--- src/rtl/datapath_pkg.sv ---
// ----------------------------------------------------------------------------
// datapath_pkg
// Shared definitions for the datapath controller slice: opcode values,
// FSM state encoding, alu_load_src encodings, the PC register index and the
// control bundle that the instruction decoder hands to the controller FSM.
// No ports (package).
// ----------------------------------------------------------------------------
package datapath_pkg;

  // Opcodes live in instruction bits [15:12]; 1..9 are plain ALU operations.
  localparam logic [3:0] OP_HALT     = 4'h0;
  localparam logic [3:0] OP_ADD      = 4'h1;
  localparam logic [3:0] OP_LDI      = 4'hA;
  localparam logic [3:0] OP_BZ       = 4'hB;
  localparam logic [3:0] OP_ST       = 4'hC;
  localparam logic [3:0] OP_LD       = 4'hD;
  localparam logic [3:0] OP_PLOT     = 4'hE;
  localparam logic [3:0] OP_HALT_ALT = 4'hF;

  // Source that the datapath loads into register alu_out_select.
  localparam logic [1:0] LOAD_NONE = 2'b00;
  localparam logic [1:0] LOAD_ALU  = 2'b01;
  localparam logic [1:0] LOAD_MEM  = 2'b10;
  localparam logic [1:0] LOAD_STK  = 2'b11;

  // Register 0 is the program counter.
  localparam logic [3:0] PC_REG = 4'd0;

  typedef enum logic [2:0] {
    S_IDLE,
    S_FETCH,
    S_EXEC,
    S_MEMWAIT,
    S_PLOT,
    S_HALT
  } state_t;

  // Everything the controller drives into the datapath for one cycle.
  typedef struct packed {
    logic        pc_inc;
    logic [3:0]  alu_op;
    logic [3:0]  a_sel;
    logic [3:0]  b_sel;
    logic [3:0]  out_sel;
    logic        a_src;
    logic        b_src;
    logic [15:0] a_alt;
    logic [15:0] b_alt;
    logic [1:0]  load_src;
    logic        st_mem;
    logic        st_stk;
    logic [3:0]  color_sel;
    logic [3:0]  coord_sel;
    logic        plot;
  } ctrl_t;

  function automatic logic [15:0] sext8(input logic [7:0] v);
    return {{8{v[7]}}, v};
  endfunction

endpackage

--- src/rtl/datapath_controller_instr_decoder.sv ---
// ----------------------------------------------------------------------------
// instr_decoder
// Purely combinational decode of one instruction word into the control
// bundle for its execute cycle, the bundle for the optional follow-up cycle
// (MEMWAIT for LD, PLOT for PLOT) and the state the FSM moves to after EXEC.
// Ports:
//   instr      in  16  instruction word (opcode/d/a/b, imm8 = [7:0])
//   zero_set   in  1   datapath zero flag is nonzero (BZ condition)
//   exec_ctrl  out     controls for the EXEC cycle
//   wait_ctrl  out     controls for the MEMWAIT/PLOT cycle
//   exec_next  out     state following EXEC
// ----------------------------------------------------------------------------
import datapath_pkg::*;

module instr_decoder (
  input  logic [15:0] instr,
  input  logic        zero_set,
  output ctrl_t       exec_ctrl,
  output ctrl_t       wait_ctrl,
  output state_t      exec_next
);

  logic [3:0] op;
  logic [3:0] d;
  logic [3:0] a;
  logic [3:0] b;
  logic [7:0] imm8;

  assign op   = instr[15:12];
  assign d    = instr[11:8];
  assign a    = instr[7:4];
  assign b    = instr[3:0];
  assign imm8 = instr[7:0];

  // A register write aimed at the PC replaces the normal increment.
  always_comb begin
    exec_ctrl = '0;
    wait_ctrl = '0;
    exec_next = S_FETCH;
    case (op) inside
      OP_HALT, OP_HALT_ALT: exec_next = S_HALT;
      [4'h1:4'h9]: begin
        exec_ctrl.alu_op   = op;
        exec_ctrl.a_sel    = a;
        exec_ctrl.b_sel    = b;
        exec_ctrl.out_sel  = d;
        exec_ctrl.load_src = LOAD_ALU;
        exec_ctrl.pc_inc   = (d != PC_REG);
      end
      OP_LDI: begin
        exec_ctrl.alu_op   = OP_ADD;
        exec_ctrl.a_src    = 1'b1;
        exec_ctrl.a_alt    = 16'h0000;
        exec_ctrl.b_src    = 1'b1;
        exec_ctrl.b_alt    = {8'h00, imm8};
        exec_ctrl.out_sel  = d;
        exec_ctrl.load_src = LOAD_ALU;
        exec_ctrl.pc_inc   = (d != PC_REG);
      end
      OP_BZ: begin
        // Taken branch: PC <= PC + sext(imm8) + 1, which also covers the step.
        if (zero_set) begin
          exec_ctrl.alu_op   = OP_ADD;
          exec_ctrl.a_sel    = PC_REG;
          exec_ctrl.b_src    = 1'b1;
          exec_ctrl.b_alt    = sext8(imm8) + 16'd1;
          exec_ctrl.out_sel  = PC_REG;
          exec_ctrl.load_src = LOAD_ALU;
        end else begin
          exec_ctrl.pc_inc = 1'b1;
        end
      end
      OP_ST: begin
        exec_ctrl.a_sel  = a;
        exec_ctrl.b_sel  = d;
        exec_ctrl.st_mem = 1'b1;
        exec_ctrl.pc_inc = 1'b1;
      end
      OP_LD: begin
        // Address stays selected while memory data settles in MEMWAIT.
        exec_ctrl.a_sel    = a;
        wait_ctrl.a_sel    = a;
        wait_ctrl.out_sel  = d;
        wait_ctrl.load_src = LOAD_MEM;
        wait_ctrl.pc_inc   = (d != PC_REG);
        exec_next          = S_MEMWAIT;
      end
      OP_PLOT: begin
        exec_ctrl.color_sel = d;
        exec_ctrl.coord_sel = a;
        wait_ctrl.color_sel = d;
        wait_ctrl.coord_sel = a;
        wait_ctrl.plot      = 1'b1;
        wait_ctrl.pc_inc    = 1'b1;
        exec_next           = S_PLOT;
      end
      default: exec_next = S_HALT;
    endcase
  end

endmodule

--- src/rtl/datapath_controller.sv ---
// ----------------------------------------------------------------------------
// datapath_controller
// Multi-cycle control FSM for the 16-register datapath. Fetches the
// instruction at the PC, drives the decoded controls for one execute cycle
// (plus MEMWAIT/PLOT for LD/PLOT) and advances the PC (register 0).
// Optional macro DATAPATH_CONTROLLER_STEP_EN adds a 'step' input: FETCH then
// waits for step per instruction and run only matters for leaving IDLE/HALT.
// Parameter HALT_ON_ERROR (default 1): nonzero errorbit in EXEC forces HALT.
// Ports:
//   clock, resetn                  clock (rising) / async active-low reset
//   run                            level, starts and keeps fetching
//   step                           (macro only) single-step enable
//   current_instruction [15:0]     instruction at PC
//   zeroflag/signflag/errorbit     datapath flags, nonzero means set
//   program_counter_increment      PC += 1 at this edge
//   alu_op, alu_*_select           ALU operation / register indices
//   alu_a/b_source, alu_a/b_altern immediate operand selection and values
//   alu_load_src                   00 none, 01 ALU, 10 memory, 11 stack
//   alu_store_to_mem/stk           store strobes
//   vga_color/coord_select, vga_plot   plot register indices and strobe
//   halted                         FSM is in HALT
// ----------------------------------------------------------------------------
import datapath_pkg::*;

module datapath_controller #(
  parameter int HALT_ON_ERROR = 1
) (
  input  logic        clock,
  input  logic        resetn,
  input  logic        run,
`ifdef DATAPATH_CONTROLLER_STEP_EN
  input  logic        step,
`endif
  input  logic [15:0] current_instruction,
  input  logic [15:0] zeroflag,
  input  logic [15:0] signflag,
  input  logic [15:0] errorbit,
  output logic        program_counter_increment,
  output logic [3:0]  alu_op,
  output logic [3:0]  alu_a_select,
  output logic [3:0]  alu_b_select,
  output logic [3:0]  alu_out_select,
  output logic        alu_a_source,
  output logic        alu_b_source,
  output logic [15:0] alu_a_altern,
  output logic [15:0] alu_b_altern,
  output logic [1:0]  alu_load_src,
  output logic        alu_store_to_mem,
  output logic        alu_store_to_stk,
  output logic [3:0]  vga_color_select,
  output logic [3:0]  vga_coord_select,
  output logic        vga_plot,
  output logic        halted
);

  state_t      state_q, state_d;
  logic [15:0] ir_q, ir_d;
  ctrl_t       ctrl_q, ctrl_d;
  logic        halted_q, halted_d;
  logic        run_prev_q;

  logic [15:0] dec_instr;
  ctrl_t       exec_ctrl;
  ctrl_t       wait_ctrl;
  state_t      exec_next;
  logic        run_rise;
  logic        err_halt;
  logic        fetch_go;
  logic        fetch_abort;
  logic        unused_flags;

  // The sign flag is not consumed by any instruction yet.
  assign unused_flags = ^signflag;

  assign run_rise = run & ~run_prev_q;
  assign err_halt = (HALT_ON_ERROR != 0) && (state_q == S_EXEC) && (|errorbit);

`ifdef DATAPATH_CONTROLLER_STEP_EN
  assign fetch_go    = step;
  assign fetch_abort = 1'b0;
`else
  assign fetch_go    = 1'b1;
  assign fetch_abort = ~run;
`endif

  // In FETCH the word being latched is decoded directly so the EXEC controls
  // come out of a register on the very cycle EXEC starts.
  assign dec_instr = (state_q == S_FETCH) ? current_instruction : ir_q;

  instr_decoder u_decoder (
    .instr     (dec_instr),
    .zero_set  (|zeroflag),
    .exec_ctrl (exec_ctrl),
    .wait_ctrl (wait_ctrl),
    .exec_next (exec_next)
  );

  // Next state and next registered control bundle; strobes default low so
  // each one lasts exactly the single cycle it was loaded for.
  always_comb begin
    state_d = state_q;
    ir_d    = ir_q;
    ctrl_d  = '0;
    unique case (state_q)
      S_IDLE: if (run) state_d = S_FETCH;
      S_FETCH: begin
        if (fetch_abort) begin
          state_d = S_IDLE;
        end else if (fetch_go) begin
          ir_d    = current_instruction;
          ctrl_d  = exec_ctrl;
          state_d = S_EXEC;
        end
      end
      S_EXEC: begin
        if (err_halt) begin
          state_d = S_HALT;
        end else begin
          state_d = exec_next;
          if (exec_next inside {S_MEMWAIT, S_PLOT}) ctrl_d = wait_ctrl;
        end
      end
      S_MEMWAIT, S_PLOT: state_d = S_FETCH;
      S_HALT: if (run_rise) state_d = S_FETCH;
      default: state_d = S_IDLE;
    endcase
    halted_d = (state_d == S_HALT);
  end

  // All state and outputs clear immediately on reset, aborting any strobe.
  always_ff @(posedge clock or negedge resetn) begin
    if (!resetn) begin
      state_q    <= S_IDLE;
      ir_q       <= '0;
      ctrl_q     <= '0;
      halted_q   <= 1'b0;
      run_prev_q <= 1'b0;
    end else begin
      state_q    <= state_d;
      ir_q       <= ir_d;
      ctrl_q     <= ctrl_d;
      halted_q   <= halted_d;
      run_prev_q <= run;
    end
  end

  // An error seen during EXEC must cancel the PC step issued for that same
  // cycle, so this one strobe is gated after its register.
  assign program_counter_increment = ctrl_q.pc_inc & ~err_halt;
  assign alu_op           = ctrl_q.alu_op;
  assign alu_a_select     = ctrl_q.a_sel;
  assign alu_b_select     = ctrl_q.b_sel;
  assign alu_out_select   = ctrl_q.out_sel;
  assign alu_a_source     = ctrl_q.a_src;
  assign alu_b_source     = ctrl_q.b_src;
  assign alu_a_altern     = ctrl_q.a_alt;
  assign alu_b_altern     = ctrl_q.b_alt;
  assign alu_load_src     = ctrl_q.load_src;
  assign alu_store_to_mem = ctrl_q.st_mem;
  assign alu_store_to_stk = ctrl_q.st_stk;
  assign vga_color_select = ctrl_q.color_sel;
  assign vga_coord_select = ctrl_q.coord_sel;
  assign vga_plot         = ctrl_q.plot;
  assign halted           = halted_q;

endmodule

--- config.mk ---
export PLATFORM = sky130hd
export DESIGN_NAME = datapath_controller
export DESIGN_NICKNAME = d
export VERILOG_FILES = /design/src/rtl/datapath_pkg.sv /design/src/rtl/datapath_controller_instr_decoder.sv /design/src/rtl/datapath_controller.sv
export SDC_FILE = /design/constraint.sdc
export NUM_CORES = 1
export LEC_CHECK = 0
export CAP_MARGIN = 20
export CORE_MARGIN = 5
export CORE_UTILIZATION = 41
export CTS_CLUSTER_DIAMETER = 50
export DETAILED_ROUTE_END_ITERATION = 10
export PLACE_DENSITY = 0.84
export SETUP_SLACK_MARGIN = 0.4
export SKIP_CTS_REPAIR_TIMING = 1
export SLEW_MARGIN = 20
export SYNTH_ARGS = -nofsm -noshare
export SYNTH_HDL_FRONTEND = slang
export SYNTH_SLANG_ARGS = --single-unit
--- constraint.sdc ---
create_clock -name clock -period 2.2 [get_ports clock]
set_input_delay 0.33 -clock clock [delete_from_list [all_inputs] [get_ports clock]]
set_output_delay 0.33 -clock clock [all_outputs]
set_load 0.02 [all_outputs]
==> key figures, run 1 <==
Run status
  • Status: finished, final reports clean

Placed design
  • Post-DP Area: between 4000 and 5000 µm²
  • Port bufs: 98
  • Place WS: -204.6 ps
  • Routability congestion estimate: 0.8881
  • Post-detail-place hpwl: 6832 µm

Yosys
  • Most common cell in the netlist: dfrtp_1
  • Mux contribution to synthesized area: 12.85%
  • Largest family of logic cells by synthesized area: simple AND/OR/NAND/NOR gates
  • Synth Instances: 348
  • Xor/xnor share of the synthesized area: 1.467%
  • Synthesized flop and latch total: 61
  • Sequential area share after synthesis: 42.61%
  • Number of library cell types mapped by synthesis: 61
  • Commonest cells in the netlist: dfrtp_1 (61), buf_4 (60), nor2_1 (33)
  • Average cell area after synthesis: 10.29 µm²
  • Post-Synth Simple-Gate Area: 19.11%
  • Synth Area in Adders: 0.3493%
  • Area fraction in compound gates after synthesis: 7.754%
  • Yosys top cell area share: 42.61%
  • Most area-consuming cells after synthesis: dfrtp_1 (43%), buf_4 (13%), mux2i_1 (5.0%), mux2_2 (4.7%), nor2_1 (3.5%)
  • Asr flop ratio synth: 100.0%
  • Number of flops mapped to enable cells by yosys: 0
  • Yosys top cell by area: dfrtp_1
  • Primary FF master, synth: dfrtp_1
  • Yosys Warn Count: 0
  • Area of the mapped netlist: 3582 µm²

Worst setup path
  • Startpoint Class: register
  • Reg-to-Reg Start: state_q[2]
  • R2R setup slack: 60 ps
  • CP Max Fanout: 6
  • Crit path cell chain: or3b_4 -> buf_12 -> mux2i_1 -> nand3_2 -> nor4b_2 -> or3_1
  • Worst R2R Path Depth: 6
  • WS Path Type: reg -> reg
  • Worst EP arrival: 2400 ps
  • CP required: 2460 ps
  • Critical Path Sink Type: register
  • Worst R2R End: alu_b_altern[3]
  • Largest stage delay on the critical path: approximately 470 ps
  • Crit-path slowest cell: or3b_4

CTS
  • Worst-path clk slew: 70 ps
  • Clock Sinks: 61
  • Clk root buf: clkbuf_8
  • Worst skew pair latency: 340 ps
  • Max Root-Sink Buffers: 2
  • H-tree depth: 3
  • TritonCTS clock tree: built
  • Cts bufs inserted: 9

Route
  • Initial DRC Count: ~280
  • Mean routed wirelength per cell: 18.22 µm
  • Post-DRT Antenna Nets: 0
  • Vias/cell: 5.368
  • Detailed-route DRC error count: 0
  • DR pass1 iterations: 4
  • Via Count: 2,931
  • WL final: 9948 µm

Worst hold path
  • Worst hold-check path type: in -> async

Timing
  • Hold WS: 29.32 ps
  • Final setup skew: 10.33 ps
  • # setup viols final: 0
  • Fin. Hold Viols: 0
  • Total Neg Setup Slack: 0 ps
  • Final Cycle Share: a little under 100%
  • Worst Slack Setup Final: 63.33 ps
  • Relative slew slack: between 50 and 60%
  • FMAX: 468.0 MHz
  • Unrepaired setup endpoints after global routing: true
  • Worst-Margin Slew: 683.8 ps
  • Post-route minimum period: between 2000 and 2500 ps
  • Pins Over Slew Limit: 0

Global route
  • Initial antenna violation count: 0
  • Total global routing overflow: 0
  • Total GRT Usage: 16.63%
  • Pin count of the biggest net entering global routing: 34
  • Vias in the first global route: roughly 2,700
  • First-pass GRT wire length: 13,810 µm

Floorplan
  • I/O pin cnt: 132
  • Initial Util: 41.48%
  • Die area: 10,710 µm²
  • Chip height: about 100 µm
  • Core Box Area: 8636 µm²
  • Chip Width: 103.5 µm
  • Row count: 34

Finish
  • Final Instance Area: 5051 µm²
  • Diode count: 0
  • Layout cells sized above 1: 27.17%
  • # nets final: 501
  • P&R area growth vs syn: 41.01%

Power and ir drop
  • PD cells: 1250 nW/µm²
  • Max IR drop VDD: between 0.4 and 0.5 mV
  • Leakage: 2.251 nW
  • Total power: 6.316 mW

Job
  • Max Cap Viol: 0
[power breakdown]
group,internal [mW],switching [mW],leakage (nW)
registers,1.39,0.271,0.809
logic,1.80,1.86,1.35
clock network,0.551,0.431,0.0964
total,3.75,2.57,2.25
[flip-flops by register name, indices dropped and copies added (netlist names), 2 cells and up]
signal / cells
alu_load_src: 2
alu_op: 4
state_q: 3
alu_b_altern: 9
vga_coord_select: 4
alu_a_select: 4
ir_q: 16
alu_out_select: 4
vga_color_select: 4
alu_b_select: 4
[worst max path at each step]
stage | startpoint | endpoint | cells past startpoint
2_1_floorplan | state_q[2] | alu_b_altern[1] | 11
4_1_cts | errorbit[1] | program_counter_increment | 5
5_1_grt | state_q[2] | alu_b_altern[3] | 6
3_5_place_dp | errorbit[1] | program_counter_increment | 5
3_3_place_gp | errorbit[2] | program_counter_increment | 5
6_report | state_q[2] | alu_b_altern[3] | 6
[per-layer routing]
metal  global-route usage [%]  wire length, µm
met4                    6.873              312
met5                        0                0
met1                    21.56             3819
met2                    27.89             5100
met3                    2.347              714
[cells in the final DEF (no fill, tap or decap), drive strengths merged, types with 5 or more instances in the layout]
cell | synthesis | layout
clkdlybuf4s50 | 0 | 92
dfrtp | 61 | 61
buf | 67 | 36
nor2 | 33 | 33
mux2i | 22 | 22
nand2 | 19 | 19
conb | 1 | 17
mux2 | 17 | 17
clkbuf | 10 | 14
nor4 | 12 | 12
nand3 | 9 | 9
and3 | 8 | 8
nand2b | 8 | 8
o21ai | 7 | 7
o22a | 6 | 6
dlymetal6s2s | 0 | 5
a21oi | 5 | 5
inv | 5 | 5
xnor2 | 5 | 5
[cells by family (layout without fill, tap and decap cells)]
| group | after synthesis | in the layout |
|---|---|---|
| AO/OA/AOI/OAI | 37 | 37 |
| multiplexers | 39 | 39 |
| other | 1 | 17 |
| flip-flops | 61 | 61 |
| buffers and inverters | 82 | 156 |
| adder cells (fa/ha/maj) | 1 | 1 |
| AND/OR/NAND/NOR | 121 | 121 |
| XOR/XNOR | 6 | 6 |
[worst max-delay path: cells and delay by family (launching register included)]
| kind | cells | cell delay, ps |
|---|---|---|
| simple gates | 4 | 1230 |
| mux | 1 | 280 |
| buf+inv | 1 | 180 |
| flops | 1 | 380 |
[through the flow]
step | util [%] | std cells
after floorplan | - | 364
after global placement | 51.68 | 514
after detailed placement | 51.68 | 514
after CTS | 53.91 | 530
after global routing | 58.49 | 546
final | 58.49 | 546
[cell type report]
type                    count  area [µm²]
clock buffers              12       145.1
clock inverters             4       47.55
flip-flops and latches     61        1526
fillers                   675        3585
well taps                 108       135.1
repair buffers            135        1358
inverters                   5       18.77
multi-input cells         221        1821
Note: power is estimated with default switching activity, not from simulation.
==> inputs of run 2 (changes only) <==
Settings changed: CELL_PAD_IN_SITES_DETAIL_PLACEMENT set to 0, CELL_PAD_IN_SITES_GLOBAL_PLACEMENT set to 1, CORE_UTILIZATION 41 to 34, PLACE_DENSITY 0.84 to 0.88.
Clock period 2.2 ns to 2 ns, I/O delays scaled along.
==> key figures, run 2 (synthesized netlist as in run 1, its figures left out) <==
Worst setup path
  • Critical Path Sink Type: register
  • Crit path cell chain: or3b_4 -> buf_12 -> buf_4 -> mux2i_1 -> a311oi_1 -> o32ai_1
  • WS Path Type: reg -> reg
  • Worst EP arrival: 2230 ps
  • Crit-path slowest cell: or3b_4
  • CP required: approximately 2200 ps
  • Startpoint Class: register
  • CP Max Fanout: 7
  • CP Buf/Inv Count: 2
  • CP delay by family, top: compound AO/OA/AOI/OAI gates
  • Largest stage delay on the critical path: 470 ps

Global route
  • First-pass GRT wire length: around 15,000 µm
  • Total GRT Usage: 14.50%
  • Vias in the first global route: 2,958
  • Pin count of the biggest net entering global routing: 62
  • Total global routing overflow: 0
  • Initial antenna violation count: 0

Power and ir drop
  • PD cells: 1358 nW/µm²
  • Total power: 7.708 mW
  • Leakage: around 3 nW
  • Max IR drop VDD: 0.4912 mV

CTS
  • TritonCTS clock tree: built
  • Clock Sinks: 61
  • Worst skew pair latency: 340 ps
  • Cts bufs inserted: 9
  • H-tree depth: 3
  • Worst-path clk slew: 70 ps
  • Max Root-Sink Buffers: 2
  • Clk root buf: clkbuf_8

Timing
  • Hold WS: 499.8 ps
  • Worst Slack Setup Final: -14.58 ps
  • Final Cycle Share: 100.7%
  • Post-route minimum period: ~2000 ps
  • Unrepaired setup endpoints after global routing: true
  • # setup viols final: 1
  • Final setup skew: 7.941 ps
  • Pins Over Slew Limit: 0
  • FMAX: 496.4 MHz
  • Fin. Hold Viols: 0
  • Total Neg Setup Slack: -14.58 ps

Finish
  • Biggest register: ir_q
  • Diode count: 0
  • # nets final: between 500 and 600
  • Largest register FFs: 16
  • P&R area growth vs syn: 58.44%
  • Core Util, Final: 54.98%
  • Layout cells sized above 1: 34.93%
  • Leading cell types in the layout, fill and taps excluded: dfrtp_1 (61), clkdlybuf4s50_1 (61), buf_4 (56), dlymetal6s2s_1 (35), nor2_1 (28)
  • Non-Filler Instances: roughly 620
  • Final Instance Area: roughly 5700 µm²

Route
  • Vias/cell: 4.838
  • Initial DRC Count: between 100 and 150
  • Via Count: between 2,000 and 3,000
  • Post-DRT Antenna Nets: 0
  • WL final: a little under 10,000 µm
  • Mean routed wirelength per cell: 15.92 µm
  • Detailed-route DRC error count: 0
  • DR pass1 iterations: 4

Placed design
  • Inst Count DP: just under 600
  • Place WS: -344.8 ps
  • Port bufs: 98
  • Post-DP Area: around 4800 µm²
  • Post-detail-place hpwl: roughly 7000 µm
  • Routability congestion estimate: 0.9074

Floorplan
  • Chip Width: 112.6 µm
  • Core Box Area: approximately 10,000 µm²
  • Initial Util: 34.70%
  • Row count: 37
  • Die area: 12,690 µm²
  • I/O pin cnt: 132
  • Chip height: ~110 µm

Job
  • Max Cap Viol: 0

Run status
  • Failing checks: setup timing
  • Status: finished, violations left

Worst hold path
  • Worst hold-check path type: in -> async
[run 2: cell types whose count changed in the layout (fill, tap and decap cells not counted), moves of 3 or more]
cell	delta
dlymetal6s2s_1	+30
buf_6	+12
buf_4	+29
mux2i_4	+4
clkdlybuf4s50_1	-31
nor2_1	-3
mux2i_2	-3
[run 2: tightest hold or removal path, delay by kind of cell]
kind,cells,cell delay (ps)
buffers and inverters,3,940
[run 2: worst paths after layout]
check	cells after the start	slack (ps)	to	startpoint
setup / recovery	6	-10	ctrl_q[63]	state_q[2]
max in group asynchronous	3	1240	alu_b_select[1]	resetn
min in group clock	1	530	ir_q[6]	ir_q[6]
setup reg to reg	6	-10	ctrl_q[63]	state_q[2]
hold / removal	3	500	halted	resetn
hold reg to reg	1	530	ir_q[6]	ir_q[6]
[run 2: final cells by class]
| class | count | area, µm² |
|---|---|---|
| Tap cell | 136 | 170.2 |
| Inverter | 5 | 18.77 |
| Multi-Input combinational cell | 221 | 1902 |
| Fill cell | 846 | 4648 |
| Sequential cell | 61 | 1526 |
| Clock inverter | 7 | 113.9 |
| Timing Repair Buffer | 178 | 1821 |
| Clock buffer | 9 | 123.9 |
[run 2: routing by layer]
| metal | up-vias | track usage (%) | wire [µm] |
|---|---|---|---|
| li1 | 1404 | - | - |
| met1 | 1449 | 18.15 | 4018 |
| met2 | 116 | 23.58 | 4937 |
| met3 | 16 | 4.043 | 635 |
| met4 | 0 | 5.929 | 228 |
| met5 | - | 0 | 0 |
[run 2: power breakdown]
part	internal [mW]	leakage [nW]	switching (mW)
Combinational	2.47	2.11	2.11
Clock	0.822	0.123	0.490
Sequential	1.53	0.809	0.285
